`config.mk`:
```
export PLATFORM = sky130hd
export DESIGN_NAME = accl_pair_sched
export DESIGN_NICKNAME = d
export VERILOG_FILES = /design/src/rtl/accl_pair_sched.sv
export SDC_FILE = /design/constraint.sdc
export NUM_CORES = 2
export LEC_CHECK = 0
export ABC_AREA = 1
export CELL_PAD_IN_SITES_DETAIL_PLACEMENT = 1
export CELL_PAD_IN_SITES_GLOBAL_PLACEMENT = 1
export CORE_ASPECT_RATIO = 0.8
export CORE_MARGIN = 5
export CORE_UTILIZATION = 35
export DETAILED_ROUTE_END_ITERATION = 10
export DONT_BUFFER_PORTS = 1
export GPL_ROUTABILITY_DRIVEN = 0
export PLACE_DENSITY = 0.7
export SKIP_LAST_GASP = 1
export SYNTH_ARGS = -nofsm -noshare
export SYNTH_HDL_FRONTEND = slang
export SYNTH_SLANG_ARGS = --single-unit
```
`constraint.sdc`:
```
create_clock -name clk_i -period 6.95 [get_ports clk_i]
set_input_delay 1.39 -clock clk_i [delete_from_list [all_inputs] [get_ports clk_i]]
set_output_delay 1.39 -clock clk_i [all_outputs]
set_load 0.05 [all_outputs]
```
`src/rtl/accl_pair_sched.sv`:
```
// rtl/accl_pair_sched.sv - all-pairs (i,j) issue scheduler for a fixed-latency getAccl pipeline
// Each issued pair carries a tag that travels LATENCY cycles so the result can be identified.
module accl_pair_sched #(
    parameter int BODIES          = 512,
    parameter int BODY_ADDR_WIDTH = $clog2(BODIES),
    parameter int LATENCY         = 123
) (
    input  logic                       clk_i,
    input  logic                       rst_i,
    input  logic                       start_i,
    input  logic                       abort_i,
    input  logic                       hold_i,
    input  logic [BODY_ADDR_WIDTH:0]   num_bodies_i,
    output logic                       busy_o,
    output logic                       done_o,
    output logic                       issue_valid_o,
    output logic [BODY_ADDR_WIDTH-1:0] issue_i_o,
    output logic [BODY_ADDR_WIDTH-1:0] issue_j_o,
    output logic                       issue_self_o,
    output logic                       res_valid_o,
    output logic [BODY_ADDR_WIDTH-1:0] res_i_o,
    output logic [BODY_ADDR_WIDTH-1:0] res_j_o,
    output logic                       res_self_o,
    output logic                       res_last_j_o,
    output logic                       res_last_o
);
    localparam int W  = BODY_ADDR_WIDTH;
    localparam int TW = 2 * W + 4;
    localparam int CW = $clog2(LATENCY + 2);
    localparam logic [W:0] N_MAX = (W+1)'(BODIES);

    typedef enum logic [1:0] {S_IDLE, S_ISSUE, S_DRAIN} state_t;

    state_t         state_q, state_d;
    logic [W:0]     n_q, n_d;
    logic [W-1:0]   i_q, i_d, j_q, j_d;
    logic [CW-1:0]  infl_q, infl_d;
    logic           zdone_q, zdone_d;
    // tag layout: {valid, i, j, self, last_j, last}
    logic [TW-1:0]  tag_q, tag_d;
    logic [TW-1:0]  pipe_q [LATENCY];

    logic [W:0]     n_clamp;
    logic [W-1:0]   n_last;
    logic           last_j, last_i, n_one;

    always_comb begin
        n_clamp = (num_bodies_i > N_MAX) ? N_MAX : num_bodies_i;
        n_one   = (n_clamp == (W+1)'(1));
        n_last  = W'(n_q - (W+1)'(1));
        last_j  = (j_q == n_last);
        last_i  = (i_q == n_last);
    end

    always_comb begin
        state_d = state_q;
        n_d     = n_q;
        i_d     = i_q;
        j_d     = j_q;
        zdone_d = 1'b0;
        tag_d   = '0;
        done_o  = 1'b0;
        case (state_q)
            S_IDLE: begin
                if (start_i) begin
                    n_d = n_clamp;
                    if (n_clamp == '0) begin
                        zdone_d = 1'b1;
                    end else begin
                        // pair (0,0) goes straight into the issue register
                        tag_d = {1'b1, {W{1'b0}}, {W{1'b0}}, 1'b1, n_one, n_one};
                        i_d   = '0;
                        j_d   = n_one ? '0 : W'(1);
                        state_d = n_one ? S_DRAIN : S_ISSUE;
                    end
                end
            end
            S_ISSUE: begin
                if (!hold_i) begin
                    tag_d = {1'b1, i_q, j_q, (i_q == j_q), last_j, last_j && last_i};
                    if (last_j) begin
                        j_d = '0;
                        i_d = last_i ? '0 : i_q + W'(1);
                        if (last_i) state_d = S_DRAIN;
                    end else begin
                        j_d = j_q + W'(1);
                    end
                end
            end
            S_DRAIN: begin
                if (infl_q == '0) begin
                    done_o  = 1'b1;
                    state_d = S_IDLE;
                end
            end
            default: state_d = S_IDLE;
        endcase
        if (zdone_q) done_o = 1'b1;

        infl_d = infl_q + CW'(tag_d[TW-1]) - CW'(pipe_q[LATENCY-1][TW-1]);

        // abort wins over start and over drain completion
        if (abort_i) begin
            state_d = S_IDLE;
            tag_d   = '0;
            zdone_d = 1'b0;
            done_o  = 1'b0;
            infl_d  = '0;
        end
    end

    always_ff @(posedge clk_i) begin
        if (rst_i) begin
            state_q <= S_IDLE;
            n_q     <= '0;
            i_q     <= '0;
            j_q     <= '0;
            infl_q  <= '0;
            zdone_q <= 1'b0;
            tag_q   <= '0;
        end else begin
            state_q <= state_d;
            n_q     <= n_d;
            i_q     <= i_d;
            j_q     <= j_d;
            infl_q  <= infl_d;
            zdone_q <= zdone_d;
            tag_q   <= tag_d;
        end
    end

    always_ff @(posedge clk_i) begin
        if (rst_i || abort_i) begin
            for (int k = 0; k < LATENCY; k++) pipe_q[k] <= '0;
        end else begin
            pipe_q[0] <= tag_q;
            for (int k = 1; k < LATENCY; k++) pipe_q[k] <= pipe_q[k-1];
        end
    end

    assign busy_o        = (state_q != S_IDLE);
    assign issue_valid_o = tag_q[TW-1];
    assign issue_i_o     = tag_q[TW-2 -: W];
    assign issue_j_o     = tag_q[TW-2-W -: W];
    assign issue_self_o  = tag_q[2];
    assign res_valid_o   = pipe_q[LATENCY-1][TW-1];
    assign res_i_o       = pipe_q[LATENCY-1][TW-2 -: W];
    assign res_j_o       = pipe_q[LATENCY-1][TW-2-W -: W];
    assign res_self_o    = pipe_q[LATENCY-1][2];
    assign res_last_j_o  = pipe_q[LATENCY-1][1];
    assign res_last_o    = pipe_q[LATENCY-1][0];

endmodule

```
==> impl_metrics.json <==
{
  "ys_seq_elements": 2765,
  "dieArea_um2": 237000,
  "start_util": 0.352,
  "rows": 156,
  "crit_path_max_incr_delay_ps": 670,
  "cts_tree": "yes",
  "drive_gt1_frac": 0.0526,
  "slowest_stage": "nand2_1",
  "critPathBufInv": 4,
  "synth_fa_ha_area_frac": 0.00214,
  "finalWorstSetupSlack_ps": 2580,
  "final_core_util": 0.403,
  "ys_warn_count": 0,
  "area_growth_syn_to_layout_pct": 14.6,
  "critical_path.cell_chain": "inv_1, nor2_2, nand2_1, nand2_2, inv_2, ha_1, inv_1, ha_1, fa_1, nand2_1, inv_1, nor2_1, nor2_1, nor2_1, nor2_1, nor2_1, o21bai_1, o21ai_0, a21oi_1",
  "ctsResizeCount": 0,
  "hold_class": "flip-flop to flip-flop",
  "crit_type": "flip-flop to flip-flop",
  "ys_types": 40,
  "syn_inst": 8953,
  "avgSynthCellArea_um2": 8.87,
  "fillerInstances": 25900,
  "clk_pin_slew_ps": 60,
  "drc": 0,
  "cap_violations": 0,
  "place_hpwl_mm": 61.7,
  "clock-sinks": 2765,
  "synth_compound_area_frac": 0.00331,
  "drt_iter0_drc": 1716,
  "htreeDepth": 5,
  "grt_max_degree": 229,
  "slew-limit-headroom": 0.306,
  "drt_first_pass_iters": 6,
  "cp-start-kind": "flip-flop",
  "peakVddDrop_v": 0.000176,
  "crit_top_cell": "nor2_1",
  "syn_nets": 8981,
  "cp.arrival_ps": 5020,
  "hold_buffers": 0,
  "fmax_ghz": 0.229,
  "ios": 59,
  "nNetsFinal": 8929,
  "cts_root_buffer": "clkbuf_16",
  "die_x_um": 543,
  "crit_family": "simple AND/OR/NAND/NOR gates",
  "synth-async-reset-ratio": 0,
  "drt-vias-per-instance": 3.86,
  "clk_latency_ps": 800,
  "antenna_found_initial": 1,
  "clock_skew_ps": 36.3,
  "numCtsBuffers": 275,
  "synth_simple_gate_area_frac": 0.145,
  "synth-xor-area-share": 0.00254,
  "synth_area_um2": 79400,
  "grt_pass1_wl_mm": 200,
  "crit_required_ps": 7600,
  "avgRoutedWirePerCell_um": 9.33,
  "hold_viol": 0,
  "port_buffers": 0,
  "cts_buffer_depth": 4,
  "placedCellCount": 11600,
  "synth_top_family_by_area": "buffers and inverters",
  "layout.cells.non_filler": 12100,
  "synth_edf_count": 0,
  "status": "finished, final reports clean",
  "tightestPinTransition_ps": 1040,
  "synthFlopType": "dfxtp_1",
  "leakage_nw": 30.9,
  "min_period_ps": 4370,
  "gr-total-overflow": 0,
  "ant_nets": 0,
  "cp-end-kind": "flip-flop",
  "layout_worst_path_cycle_share": 0.629,
  "yosysSeqAreaShare": 0.697,
  "tns_ps": 0,
  "drv_slew": 0,
  "dp_worst_setup_slack_ps": 2300,
  "num_vias": 46700,
  "mostFrequentLayoutCells": "2768 x inv_1, 2768 x nor2_1, 2765 x dfxtp_1",
  "synthMuxAreaShare": 0,
  "worstPathMaxFanout": 20,
  "routed_wl_mm": 113,
  "grt_setup_unrepaired": "no",
  "finalPower_mw": 30.9,
  "setup_viol": 0,
  "power_density_nw_per_um2": 340,
  "core_um2": 226000,
  "die_y_um": 436,
  "first_global_vias": 47900,
  "grtUsageTotal": 0.0956,
  "post_cts_buffers": 0
}
-- synthesized netlist by cell type (3+ instances only) --
cell / number / share of area
a211oi_1: 9 / 0.00085
a21oi_1: 18 / 0.0011
buf_2: 32 / 0.0020
buf_4: 37 / 0.0035
clkbuf_1: 281 / 0.013
dfxtp_1: 2765 / 0.70
ha_1: 12 / 0.0019
inv_1: 2768 / 0.13
inv_2: 4 / 0.00019
nand2_1: 91 / 0.0043
nand2_2: 9 / 0.00071
nand2_4: 3 / 0.00043
nand3_1: 51 / 0.0032
nand3_2: 5 / 0.00063
nand4_1: 5 / 0.00039
nor2_1: 2768 / 0.13
nor2_2: 11 / 0.00087
nor2_4: 5 / 0.00071
nor3_1: 24 / 0.0015
o21ai_0: 10 / 0.00063
xnor2_1: 7 / 0.00077
xor2_1: 16 / 0.0018
-- state kept, by name, indices dropped and copies added, names as in the netlist --
register and flops:
pipe_q 2706, i_q 9, zdone_q 1, j_q 9, tag_q 22, state_q 2, n_q 9, infl_q 7
-- layout make-up --
class | count | area (um^2) | area share
Sequential cell | 2765 | 55400 | 0.608
Multi-Input combinational cell | 3063 | 12100 | 0.133
Inverter | 2774 | 10400 | 0.115
Clock buffer | 401 | 8150 | 0.0896
Tap cell | 3002 | 3760 | 0.0413
Clock inverter | 75 | 875 | 0.00961
Timing Repair Buffer | 22 | 315 | 0.00346
Antenna cell | 1 | 2.50 | 0.0000275
-- worst min-delay path, stage by stage (launching register included) --
cell	delay [ps]
dfxtp_1	290
inv_1	40
nor2_1	30
-- where the power goes --
part | total, mW | internal [mW] | switching (mW)
combinational | 0.442 | 0.0896 | 0.353
clock | 14.6 | 8.77 | 5.83
sequential | 15.9 | 15.9 | 0.0175
total | 30.9 | 24.7 | 6.20
-- stage by stage --
stage,hold WS (ps),instance area [um^2]
after global placement,393,82000
after global routing,391,91000
after CTS,378,91000
final,378,91000
after detailed placement,400,82000
after floorplan,394,79400
-- per-layer routing --
metal / global-route usage / vias to the layer above / part of all wire
met5: 0 / - / 0
met1: 0.105 / 21900 / 0.43
met4: 0.0401 / 0 / 0.039
met3: 0.0215 / 311 / 0.040
met2: 0.177 / 442 / 0.49
li1: - / 24100 / -
-- worst paths after layout --
kind / end / startpoint / depth (start not counted) / slack (ps)
setup / recovery: infl_q[6]$_SDFF_PP0_ / state_q[0]$_SDFFE_PP0P_ / 19 / 2580
hold / removal: pipe_q[0][2042]$_SDFF_PP0_ / pipe_q[0][2020]$_SDFF_PP0_ / 2 / 380
setup reg to reg: infl_q[6]$_SDFF_PP0_ / state_q[0]$_SDFFE_PP0P_ / 19 / 2580
hold reg to reg: pipe_q[0][2042]$_SDFF_PP0_ / pipe_q[0][2020]$_SDFF_PP0_ / 2 / 380
-- cell families (layout without fill, tap and decap cells) --
| kind of cell | count (synthesis) | in the layout |
|---|---|---|
| buf+inv | 3125 | 3272 |
| simple gates | 2982 | 2982 |
| flops | 2765 | 2765 |
| compound gates | 45 | 45 |
| xor+xnor | 23 | 23 |
| fa+ha+maj | 13 | 13 |
| other cells | 0 | 1 |
(Power assumes the default switching activity.)
